### config.mk
export PLATFORM = sky130hd
export DESIGN_NAME = cw305_trace_regs
export DESIGN_NICKNAME = d
export VERILOG_FILES = /design/src/rtl/cw305_trace_regs_pkg.sv /design/src/rtl/cw305_trace_regs_fifo.sv /design/src/rtl/cw305_trace_regs.sv
export SDC_FILE = /design/constraint.sdc
export NUM_CORES = 1
export LEC_CHECK = 0
export ABC_AREA = 1
export CORE_ASPECT_RATIO = 0.7
export CORE_MARGIN = 2
export CORE_UTILIZATION = 45
export DETAILED_ROUTE_END_ITERATION = 10
export GPL_ROUTABILITY_DRIVEN = 0
export PLACE_DENSITY = 0.62
export SLEW_MARGIN = 20
export SYNTH_ARGS = -nofsm -noshare
export SYNTH_HDL_FRONTEND = slang
export SYNTH_SLANG_ARGS = --single-unit
export TNS_END_PERCENT = 1
### constraint.sdc
create_clock -name usb_clk -period 8.9 [get_ports usb_clk]
set_input_delay 0.89 -clock usb_clk [delete_from_list [all_inputs] [get_ports usb_clk]]
set_output_delay 0.89 -clock usb_clk [all_outputs]
set_load 0.05 [all_outputs]
### src/rtl/cw305_trace_regs_pkg.sv
// cw305_trace_regs_pkg: register map, CTRL/STATUS bit positions and ID word
package cw305_trace_regs_pkg;
    localparam int ADDR_ID      = 0;
    localparam int ADDR_CTRL    = 1;
    localparam int ADDR_STATUS  = 2;
    localparam int ADDR_FIFO    = 3;
    localparam int ADDR_PATTERN = 4;

    localparam int CTRL_ARM     = 0;
    localparam int CTRL_FLUSH   = 1;
    localparam int CTRL_CLR_OVF = 2;

    localparam int STAT_EMPTY   = 0;
    localparam int STAT_FULL    = 1;
    localparam int STAT_OVF     = 2;
    localparam int STAT_ARMED   = 3;

    localparam logic [31:0] ID_DEFAULT = 32'h54524331;
endpackage

### src/rtl/cw305_trace_regs_fifo.sv
// trace_fifo_sync: 32-bit synchronous first-word-fall-through FIFO
module trace_fifo_sync #(
    parameter int pFIFO_DEPTH = 16
) (
    input  logic                             usb_clk,
    input  logic                             rst_n,
    input  logic                             push,
    input  logic                             pop,
    input  logic                             flush,
    input  logic [31:0]                      din,
    output logic [31:0]                      dout,
    output logic                             empty,
    output logic                             full,
    output logic [$clog2(pFIFO_DEPTH):0]     count
);
    localparam int AW = $clog2(pFIFO_DEPTH);
    localparam int PW = AW + 1;

    logic [31:0]   mem [pFIFO_DEPTH];
    logic [PW-1:0] wr_ptr, rd_ptr;
    logic          do_wr, do_rd;

    assign count = wr_ptr - rd_ptr;
    assign empty = wr_ptr == rd_ptr;
    assign full  = count == PW'(pFIFO_DEPTH);
    assign dout  = mem[rd_ptr[AW-1:0]];
    assign do_rd = pop & ~empty;
    assign do_wr = push & (~full | do_rd);

    // storage array: no reset needed, contents are qualified by the pointers
    always_ff @(posedge usb_clk) begin
        if (do_wr && !flush) mem[wr_ptr[AW-1:0]] <= din;
    end

    // pointers: flush empties the FIFO and overrides any same-cycle push/pop
    always_ff @(posedge usb_clk or negedge rst_n) begin
        if (!rst_n) begin
            wr_ptr <= '0;
            rd_ptr <= '0;
        end else if (flush) begin
            wr_ptr <= '0;
            rd_ptr <= '0;
        end else begin
            if (do_wr) wr_ptr <= wr_ptr + 1'b1;
            if (do_rd) rd_ptr <= rd_ptr + 1'b1;
        end
    end
endmodule

### src/rtl/cw305_trace_regs.sv
// cw305_trace_regs: project register block with trace FIFO behind the CW305 USB front-end
module cw305_trace_regs
    import cw305_trace_regs_pkg::*;
#(
    parameter int          pADDR_WIDTH   = 21,
    parameter int          pBYTECNT_SIZE = 7,
    parameter int          pFIFO_DEPTH   = 16,
    parameter logic [31:0] pID           = ID_DEFAULT
) (
    input  logic                                 usb_clk,
    input  logic                                 rst_n,
    input  logic [pADDR_WIDTH-pBYTECNT_SIZE-1:0] reg_address,
    input  logic [pBYTECNT_SIZE-1:0]             reg_bytecnt,
    input  logic [7:0]                           reg_datao,
    output logic [7:0]                           reg_datai,
    input  logic                                 reg_read,
    input  logic                                 reg_write,
    input  logic                                 reg_addrvalid,
    input  logic [31:0]                          trace_data,
    input  logic                                 trace_valid,
    output logic                                 armed,
    output logic [31:0]                          trig_pattern
);
    localparam int AW = pADDR_WIDTH - pBYTECNT_SIZE;
    localparam int CW = $clog2(pFIFO_DEPTH) + 1;

    logic          read_q, write_q, pop_sel_q, overflow;
    logic [23:0]   shadow;
    logic [31:0]   dout;
    logic          empty, full;
    logic [CW-1:0] count;
    logic [8:0]    count9;
    logic [7:0]    count_sat, status0, rdata;
    logic [1:0]    b;
    logic          low4, b0, wr_stb, ctrl_wr, pat_wr, flush, clr_ovf;
    logic          sel_fifo3, pop, push_req, push, ovf_set;

    assign b         = reg_bytecnt[1:0];
    assign low4      = reg_bytecnt < pBYTECNT_SIZE'(4);
    assign b0        = reg_bytecnt == '0;
    assign wr_stb    = reg_write & ~write_q & reg_addrvalid;
    assign ctrl_wr   = wr_stb & (reg_address == AW'(ADDR_CTRL)) & b0;
    assign pat_wr    = wr_stb & (reg_address == AW'(ADDR_PATTERN)) & low4;
    assign flush     = ctrl_wr & reg_datao[CTRL_FLUSH];
    assign clr_ovf   = ctrl_wr & reg_datao[CTRL_CLR_OVF];
    assign sel_fifo3 = reg_addrvalid & (reg_address == AW'(ADDR_FIFO)) & (reg_bytecnt == pBYTECNT_SIZE'(3));
    assign pop       = read_q & ~reg_read & pop_sel_q & ~empty;
    assign push_req  = trace_valid & armed & ~flush;
    assign push      = push_req & (~full | pop);
    assign ovf_set   = push_req & full & ~pop;
    assign count9    = 9'(count);
    assign count_sat = count9[8] ? 8'hff : count9[7:0];

    trace_fifo_sync #(.pFIFO_DEPTH(pFIFO_DEPTH)) u_fifo (
        .usb_clk (usb_clk),
        .rst_n   (rst_n),
        .push    (push),
        .pop     (pop),
        .flush   (flush),
        .din     (trace_data),
        .dout    (dout),
        .empty   (empty),
        .full    (full),
        .count   (count)
    );

    // read mux: anything unmapped, out of width or not address-valid reads zero
    always_comb begin
        status0             = '0;
        status0[STAT_EMPTY] = empty;
        status0[STAT_FULL]  = full;
        status0[STAT_OVF]   = overflow;
        status0[STAT_ARMED] = armed;
        rdata               = '0;
        if (reg_addrvalid && low4) begin
            case (reg_address)
                AW'(ADDR_ID):      rdata = pID[8*b +: 8];
                AW'(ADDR_CTRL):    rdata = b0 ? {7'b0, armed} : 8'h00;
                AW'(ADDR_STATUS):  rdata = b == 2'd0 ? status0 : b == 2'd1 ? count_sat : 8'h00;
                AW'(ADDR_FIFO):    rdata = empty ? 8'h00 : dout[8*b +: 8];
                AW'(ADDR_PATTERN): rdata = trig_pattern[8*b +: 8];
                default:           rdata = '0;
            endcase
        end
    end

    // edge detectors, registered read data, control/overflow and pattern shadow/commit
    always_ff @(posedge usb_clk or negedge rst_n) begin
        if (!rst_n) begin
            read_q       <= 1'b0;
            write_q      <= 1'b0;
            pop_sel_q    <= 1'b0;
            reg_datai    <= '0;
            armed        <= 1'b0;
            overflow     <= 1'b0;
            shadow       <= '0;
            trig_pattern <= '0;
        end else begin
            read_q   <= reg_read;
            write_q  <= reg_write;
            overflow <= ovf_set | (overflow & ~clr_ovf);
            if (reg_read) begin
                reg_datai <= rdata;
                pop_sel_q <= sel_fifo3;
            end
            if (ctrl_wr) armed <= reg_datao[CTRL_ARM];
            if (pat_wr) begin
                if (b == 2'd3) trig_pattern <= {reg_datao, shadow};
                else shadow[8*b +: 8] <= reg_datao;
            end
        end
    end
endmodule

==> results of run 1 <==
## final cells by class
cell class | instances | area (sq um) | share of cell area [%]
clock buffers | 77 | 1610 | 5.47
clock inverters | 29 | 199 | 0.678
inverters | 216 | 818 | 2.79
multi-input cells | 1517 | 6990 | 23.8
flip-flops and latches | 591 | 17400 | 59.2
well taps | 750 | 938 | 3.20
repair buffers | 129 | 1410 | 4.81
## sequential cells by signal (all words and copies together) (netlist names)
register / flops
armed: 1
overflow: 1
pop_sel_q: 1
read_q: 1
reg_datai: 8
shadow: 24
trig_pattern: 32
u_fifo.mem: 512
u_fifo.rd_ptr: 5
u_fifo.wr_ptr: 5
write_q: 1
## path summary, 6_finish.rpt
| kind | start | slack, ns | end |
|---|---|---|---|
| max reg2reg | u_fifo.rd_ptr[2]$_DFFE_PN0P_ | 4.17 | u_fifo.mem[13][27]$_DFFE_PP_ |
| min reg2reg | pop_sel_q$_DFFE_PN0P_ | 0.49 | pop_sel_q$_DFFE_PN0P_ |
| min | rst_n | 0.08 | reg_datai[2]$_DFFE_PN0P_ |
| max in group asynchronous | rst_n | 7.64 | u_fifo.rd_ptr[1]$_DFFE_PN0P_ |
| max | reg_bytecnt[1] | 3.95 | u_fifo.mem[13][27]$_DFFE_PP_ |
| min in group usb_clk | pop_sel_q$_DFFE_PN0P_ | 0.49 | pop_sel_q$_DFFE_PN0P_ |
## kinds of logic after synthesis
group	count (synthesis)
xor+xnor	5
simple gates	1337
compound gates	133
fa+ha+maj	14
buf+inv	334
flops	591
mux	28
## critical path, cell delays in order
cell	delay, ns
clkdlybuf4s50_1	1.02
inv_1	0.59
ha_1	0.56
inv_1	0.21
nor2_1	0.09
nand3_2	0.18
nand3_2	0.20
inv_2	0.19
nand2_1	0.28
nor2_4	0.92
## synth_stat cells, types with 17 or more instances
cell type / number / share of area, %
nand2_1: 858 / 13
edfxtp_1: 512 / 60
nand3_1: 303 / 5.9
inv_1: 207 / 3.0
nor2_1: 147 / 2.2
dfrtp_1: 79 / 7.7
clkbuf_1: 50 / 0.73
buf_2: 48 / 0.94
o21ai_0: 48 / 0.94
a21oi_1: 43 / 0.84
mux2_4: 24 / 1.4
o211ai_1: 24 / 0.71
buf_1: 17 / 0.25
## metrics by stage
stage,total power (uW),std cells,hold WS (ns)
global route,5670,3309,0.0546
detailed placement,3200,3192,0.476
global placement,3200,3192,0.466
finish,5500,3309,0.0786
floorplan,3100,2442,0.446
CTS,5530,3298,0.0466
## report_power, final
part           total [uW]  internal (uW)  switching (uW)
logic                 130           36.5            93.9
clock network        2360           1320            1040
registers            3010           3010           0.128
## layer usage
metal	GRT usage (%)	share of wire, %	vias to the layer above
met2	33.1	44	742
met5	0	0	-
met3	4.40	8.3	92
met1	34.4	46	8452
li1	-	-	8276
met4	6.44	2.2	0
==> results.md, run 1 <==
* Yosys reg bits at 591
* Tmin final at 4.95 ns
* Final setup violation count at 0
* Setup crit end kind: flip-flop
* Syn Std Cell Area at 25500 sq um
* Via/cell ratio at 5.31
* Core ar. at around 56000 sq um
* Syn_nets at around 2.5k
* # clock sinks at around 600
* Final hold vios at 0
* Post-detail-place hpwl at ~40 mm
* Pre-antenna DRT Iters at 5
* FILL cells at 4860
* Synth warn at 0
* Unrepaired setup endpoints after global routing: false
* Top Ports at 108
* Vias in the first global route at ~16k
* Post-Synth Simple-Gate Area at between 20% and 30%
* Clk root buf: clkbuf_16
* Die X-Extent at around 290 um
* GRT overflow at 0
* # DRC at 0
* Commonest non-fill, non-tap cell in the layout: nand2_1
* Clk pin slew, worst setup/hold paths at ~0.06 ns
* Max-cap violations at 0
* Largest net degree at the start of global routing at between 100 and 150
* Post-route ant nets at 0
* Xor/xnor share of the synthesized area at less than 1%
* Leak at roughly 0.012 uW
* Initial drt markers at between 2k and 2.5k
* Synth cell types at 37
* Input/output buffers at 107
* Cell area after layout at ~29000 sq um
* Setup_tns at 0 ns
* Synth Instances at ~2.4k
* First-pass GRT wire length at about 100 mm
* EDFF count, synth at a little over 500
* Worst path required time at 9.11 ns
* Area after DPL at 27200 sq um
* Worst rel slew slack at 25.7%
* Crit path DAT at roughly 5.2 ns
* FP Rows at 73
* Crit Path Max Fanout at 32
* Worst min path class: in2async
* Element type at the critical path start: primary input
* Clock latency on the worst-skew pair at slightly above 0.6 ns
* Global Route Usage Sum at a little under a quarter
* Antenna violations before repair at 0
* Post-CTS sizing at 0
* Post-synthesis mux area share at between 1.5 and 2%
* Routed length per placed instance at between 15 and 20 um
* TritonCTS clock tree: built
* Share of layout cells above drive strength 1 at under 10%
* Clk buf depth at 3
* Share of flip-flops with an asynchronous set or reset at a little over an eighth
* Crit Path Category: in2reg
* FF-to-FF path depth at 13
* Power Density at 188 nW/um^2
* Ant. Diodes at 0
* Fmax at a little over 200 MHz
* Pre-CTS setup slack at between 3 and 4 ns
* Worst Clk Skew at 0.0247 ns
* Routed vias at ~18k
* Number of setup buffers added after CTS at 0
* Net count, final at around 2.6k
* Max H-tree Level at 2
* Die area at between 50000 and 60000 sq um
* Seq/Total Area, Yosys at just under 70%
* Synth Area in Adders at less than 1%
* Final Util at around half
* VDD IR max at between 150 and 200 uV
* Initial Util at ~45%
* Drt total wl at 66.1 mm
* Cts bufs inserted at 57
* Most frequent cells in the layout: nand2_1, edfxtp_1, nand3_1
* Post-synthesis compound-gate area fraction at approximately 2.9%
* Hold buffer count at cts at 0
* Syn-to-layout area delta at 14.8%
* Top_reg_cell synth: edfxtp_1
* Die Height at a little over 200 um
* Final WS setup at around 3.9 ns
* Final Cycle Share at between 50 and 60%
* Syn_area_per_cell at between 10 and 15 sq um
* Main combinational cell family by area after synthesis: simple AND/OR/NAND/NOR gates
* Worst slew pin tran at 1.11 ns
* Pins Over Slew Limit at 0
* Status: finished clean
Power figures use the tool's default switching activity.
==> inputs of run 2 (changes only) <==
==> constraint.sdc (replaced) <==
create_clock -name usb_clk -period 5.1 [get_ports usb_clk]
set_input_delay 0.51 -clock usb_clk [delete_from_list [all_inputs] [get_ports usb_clk]]
set_output_delay 0.51 -clock usb_clk [all_outputs]
set_load 0.05 [all_outputs]
==> results.md, run 2 (synthesized netlist as in run 1, its figures left out) <==
* Routed vias at 17.6k (+0.091%)
* Clk buf depth at 3 (unchanged)
* Drt total wl at 67.1 mm (+1.6%)
* Final setup violation count at 0 (unchanged)
* Input/output buffers at 107 (unchanged)
* Worst Clk Skew at 0.0171 ns (-0.00757 ns)
* Worst min path class: in2reg
* Crit Path Category: reg2reg
* GRT overflow at 0 (unchanged)
* Antenna violations before repair at 0 (unchanged)
* Clk pin slew, worst setup/hold paths at 0.06 ns (about the same)
* Die Height at 203 um (unchanged)
* Tmin final at about 3.8 ns
* Leak at 0.0118 uW (about the same)
* Commonest non-fill, non-tap cell in the layout: nand2_1
* Worst slew pin tran at 1.09 ns (-0.0255 ns)
* Worst path required time at 5.32 ns (-3.79 ns)
* # clock sinks at 591 (unchanged)
* Syn-to-layout area delta at 14.6%
* Global Route Usage Sum at 22.9% (+0.24 points)
* Net count, final at 2603 (+0.39%)
* Combined buffer and inverter count along the critical path at 2 (-2)
* Post-route ant nets at 0 (unchanged)
* Clock latency on the worst-skew pair at 0.61 ns (about the same)
* Crit Path Max Fanout at 43 (+34%)
* Largest net degree at the start of global routing at 91 (-31%)
* Vias in the first global route at 16.7k (+2.0%)
* GRT busiest layer: met1
* Fmax at around 270 MHz
* Post-CTS sizing at 0 (unchanged)
* # DRC at 0 (unchanged)
* Via/cell ratio at 5.30 (-0.12%)
* Core ar. at 56400 sq um (unchanged)
* Final Util at 51.9% (-0.073 points)
* Pins Over Slew Limit at 0 (unchanged)
* Initial Util at 45.3% (unchanged)
* Final hold vios at 0 (unchanged)
* CP top delay family: simple AND/OR/NAND/NOR gates
* VDD IR max at 262 uV (+71%)
* M1 GR Usage at 35.5% (+1.2 points)
* Post-detail-place hpwl at 40.8 mm (+2.0%)
* Crit path DAT at 3.99 ns (-1.17 ns)
* Slowest CP cell: nor2_4
* Pre-antenna DRT Iters at 6 (+1)
* Max-cap violations at 0 (unchanged)
* FP Rows at 73 (unchanged)
* Max H-tree Level at 2 (unchanged)
* Max reg flops at 512 (unchanged)
* Die X-Extent at 289 um (unchanged)
* Cell area after layout at 29300 sq um (-0.14%)
* Setup_tns at 0 ns (unchanged)
* Hold buffer count at cts at 0 (unchanged)
* CP peak stage delay at 0.90 ns (-0.12 ns)
* Most frequent cells in the layout: nand2_1, edfxtp_1, nand3_1
* Setup crit end kind: flip-flop
* Element type at the critical path start: flip-flop
* Power Density at 322 nW/um^2 (+72%)
* Cts bufs inserted at 56 (-1.8%)
* Status: finished clean
* TritonCTS clock tree: built
* Routed length per placed instance at 20.2 um (+1.4%)
* Grt met3 use at 3.64% (-0.76 points)
* Worst rel slew slack at 27.4% (+1.7 points)
* CP cell instances: fa_1 -> nand3b_1 -> nand3_1 -> nand2_1 -> nand3_1 -> nor2_1 -> inv_1 -> nand3_2 -> inv_2 -> nand2_1 -> nor2_4
* Area after DPL at 27500 sq um (+0.77%)
* Die area at 58700 sq um (unchanged)
* Final Cycle Share at between 70% and 80%
* Unrepaired setup endpoints after global routing: false
* First-pass GRT wire length at 102 mm (+1.6%)
* Share of layout cells above drive strength 1 at 6.59% (-0.018 points)
* GR Layer Usage met2 at 33.4% (+0.29 points)
* Top Ports at 108 (unchanged)
* Clk root buf: clkbuf_16
* Number of setup buffers added after CTS at 0 (unchanged)
* Initial drt markers at 1912 (-8.0%)
* WHS at 0.387 ns (+0.308 ns)
* Ant. Diodes at 0 (unchanged)
-- run 2: stage by stage --
stage               cells  total power [uW]  setup WS (ns)
floorplan            2442              5410           1.22
global placement     3208              5590           1.20
detailed placement   3209              5590           1.17
CTS                  3311              9500           1.32
global route         3316              9710           1.10
finish               3316              9440           1.34
-- run 2: cell type report --
class | instances | area (sq um)
clock buffer | 65 | 1480
fill | 4915 | 27200
clock inverter | 37 | 224
inverter | 216 | 818
timing repair buffer | 140 | 1470
multi-input combinational | 1517 | 6990
sequential | 591 | 17400
tap | 750 | 938
-- run 2: layer usage --
metal / wire length, um / part of all wire [%]
met1: 31200 / 46
met2: 29100 / 43
met3: 5420 / 8.1
met4: 1440 / 2.1
met5: 0 / 0
-- run 2: final timing paths --
check,from,end,slack (ns),cells after the start
max in group asynchronous,rst_n,u_fifo.rd_ptr[1]$_DFFE_PN0P_,4.01,2
min in group asynchronous,rst_n,reg_datai[4]$_DFFE_PN0P_,0.49,2
hold reg to reg,shadow[17]$_DFFE_PN0P_,shadow[17]$_DFFE_PN0P_,0.49,2
setup / recovery,u_fifo.rd_ptr[1]$_DFFE_PN0P_,u_fifo.mem[9][2]$_DFFE_PP_,1.34,11
setup reg to reg,u_fifo.rd_ptr[1]$_DFFE_PN0P_,u_fifo.mem[9][2]$_DFFE_PP_,1.34,11
hold / removal,reg_write,write_q$_DFF_PN0_,0.39,1
-- run 2: power by group --
| group | leakage, uW | internal (uW) | total [uW] | switching, uW |
|---|---|---|---|---|
| Sequential | 0.00568 | 5260 | 5260 | 0.290 |
| Clock | 0.000824 | 2160 | 3950 | 1790 |
| Combinational | 0.00525 | 65.9 | 235 | 169 |
==> inputs of run 3 (changes only) <==
==> constraint.sdc (replaced) <==
create_clock -name usb_clk -period 3.64 [get_ports usb_clk]
set_input_delay 0.364 -clock usb_clk [delete_from_list [all_inputs] [get_ports usb_clk]]
set_output_delay 0.364 -clock usb_clk [all_outputs]
set_load 0.05 [all_outputs]
==> results.md, run 3 (synthesized netlist as in run 1, its figures left out) <==
* Status: finished clean
* Input/output buffers at 107 (unchanged)
* Post-route ant nets at 0 (unchanged)
* FF-to-FF path depth at 14 (+3)
* GR Layer Usage met2 at 33.2% (-0.20 points)
* Via/cell ratio at 5.23 (-1.4%)
* Crit Path Max Fanout at 213 (+400%)
* Fmax at 300 MHz (+13%)
* Most frequent cells in the layout: nand2_1, edfxtp_1, nand3_1
* GRT overflow at 0 (unchanged)
* Cts bufs inserted at 55 (-1.8%)
* Crit Path Category: reg2reg
* TritonCTS clock tree: built
* Drt total wl at 65.3 mm (-2.7%)
* Power Density at 454 nW/um^2 (+41%)
* R2r startpoint: u_fifo.rd_ptr[0]$_DFFE_PN0P_
* Pins Over Slew Limit at 0 (unchanged)
* Max-cap violations at 0 (unchanged)
* Crit path DAT at 3.85 ns (-0.14 ns)
* Max reg flops at 512 (unchanged)
* Clk buf depth at 3 (unchanged)
* Pre-antenna DRT Iters at 7 (+1)
* Number of setup buffers added after CTS at 0 (unchanged)
* Commonest non-fill, non-tap cell in the layout: nand2_1
* GRT busiest layer: met1
* Largest net degree at the start of global routing at 214 (+140%)
* Antenna violations before repair at 0 (unchanged)
* Die Height at 203 um (unchanged)
* Clk pin slew, worst setup/hold paths at 0.06 ns (about the same)
* Worst Clk Skew at 0.0215 ns (+0.00431 ns)
* Element type at the critical path start: flip-flop
* Die area at 58700 sq um (unchanged)
* Worst min path class: in2reg
* Global Route Usage Sum at 22.3% (-0.56 points)
* Worst slew pin tran at 1.05 ns (-0.0320 ns)
* Leak at 0.0118 uW (+0.52%)
* Vias in the first global route at 16.7k (-0.11%)
* Final hold vios at 0 (unchanged)
* Clk root buf: clkbuf_16
* # DRC at 0 (unchanged)
* FP Rows at 73 (unchanged)
* WHS at 0.259 ns (-0.128 ns)
* Top Ports at 108 (unchanged)
* Tmin final at 3.33 ns (-0.431 ns)
* Worst R2R End: reg_datai[5]$_DFFE_PN0P_
* Final setup violation count at 0 (unchanged)
* Final Cycle Share at 91.5% (+18 points)
* VDD IR max at 369 uV (+41%)
* First-pass GRT wire length at 100 mm (-1.5%)
* Routed length per placed instance at 19.6 um (-3.0%)
* # clock sinks at 591 (unchanged)
* Post-detail-place hpwl at 40.3 mm (-1.4%)
* Worst rel slew slack at 29.7% (+2.3 points)
* FF-to-FF setup slack at 0.31 ns (-1.03 ns)
* Clock latency on the worst-skew pair at 0.59 ns (-0.02 ns)
* Max H-tree Level at 2 (unchanged)
* Core ar. at 56400 sq um (unchanged)
* Crit path from: u_fifo.rd_ptr[0]$_DFFE_PN0P_
* Cells after DPL at 3225 (+0.50%)
* Grt met3 use at 4.15% (+0.51 points)
* Routed vias at 17.4k (-1.0%)
* Setup crit end kind: flip-flop
* Die X-Extent at 289 um (unchanged)
* Last element of the critical path: reg_datai[5]$_DFFE_PN0P_
* Cell Count, Final, Fillers Out at 3327 (+0.33%)
* FILL cells at 4934 (+0.39%)
* M1 GR Usage at 34.1% (-1.4 points)
* Share of layout cells above drive strength 1 at 6.87% (+0.28 points)
* Unrepaired setup endpoints after global routing: false
* Worst path required time at 4.16 ns (-1.16 ns)
* Initial drt markers at 1821 (-4.8%)
* Syn-to-layout area delta at 15.1%
* Ant. Diodes at 0 (unchanged)
* Initial Util at 45.3% (unchanged)
* Net count, final at 2614 (+0.42%)
## run 3: changes by cell type in the layout (fill, tap and decap cells not counted), moves of 2 or more
cell        before  now
clkinvlp_2       2    0
buf_4           22   30
buf_12           6   13
buf_16           4    0
clkinv_2         8    5
clkbuf_1         7   15
clkinv_1        24   19
clkbuf_16       58   55
bufinv_16        2    6
## run 3: how the worst min path moves through the flow
| stage | from | to | slack [ns] | cells after the start |
|---|---|---|---|---|
| floorplan | rst_n | armed$_DFFE_PN0N_ | 0.07 | 0 |
| global placement | shadow[10]$_DFFE_PN0P_ | shadow[10]$_DFFE_PN0P_ | 0.47 | 2 |
| detailed placement | shadow[16]$_DFFE_PN0P_ | shadow[16]$_DFFE_PN0P_ | 0.47 | 2 |
| CTS | reg_write | write_q$_DFF_PN0_ | 0.23 | 1 |
| global route | reg_write | write_q$_DFF_PN0_ | 0.24 | 1 |
| finish | reg_write | write_q$_DFF_PN0_ | 0.26 | 1 |
## run 3: repair_timing
item / CTS / global route
hold buffers: 1 / 0
resized for setup: 0 / 1
endpoints found under the hold margin: 46 / 0
endpoints found under the setup margin: 0 / 32
## run 3: final cells by class
class | count | area [sq um] | share of cell area (%)
flip-flops and latches | 591 | 17400 | 59.0
multi-input cells | 1517 | 6990 | 23.8
repair buffers | 152 | 1570 | 5.35
clock buffers | 70 | 1430 | 4.87
well taps | 750 | 938 | 3.19
inverters | 216 | 818 | 2.78
clock inverters | 31 | 293 | 0.996
## run 3: through the flow
stage / TNS [ns] / cell area [sq um] / setup WS (ns) / power [uW] / util (%)
2_1_floorplan: -113.09 / 25500 / -0.238 / 7580 / -
3_3_place_gp: 0 / 27700 / 0.325 / 7830 / 49.0
3_5_place_dp: 0 / 27700 / 0.315 / 7830 / 49.0
4_1_cts: 0 / 29400 / 0.288 / 13400 / 52.1
5_1_grt: 0 / 29400 / 0.0370 / 13700 / 52.1
6_report: 0 / 29400 / 0.309 / 13400 / 52.1
## run 3: per-layer routing
metal | routed length (um) | part of all wire (%)
met1 | 30100 | 46
met2 | 28700 | 44
met3 | 5240 | 8.0
met4 | 1220 | 1.9
met5 | 0 | 0
## run 3: critical path, cell delays in order, from the launching register on
cell,delay (ns)
dfrtp_4,0.46
buf_12,0.61
buf_4,0.81
nand2_1,0.10
nand3_1,0.12
nand3_1,0.10
nand2_1,0.18
nor2_1,0.07
nand2_1,0.06
nand3_1,0.16
nand2_1,0.17
nand2_1,0.06
nand2_1,0.07
nand2_1,0.06
nand2_1,0.07
## run 3: power breakdown
group	switching (uW)	internal, uW	total [uW]
registers	0.312	7360	7360
logic	234	92.1	326
clock network	2470	3190	5660
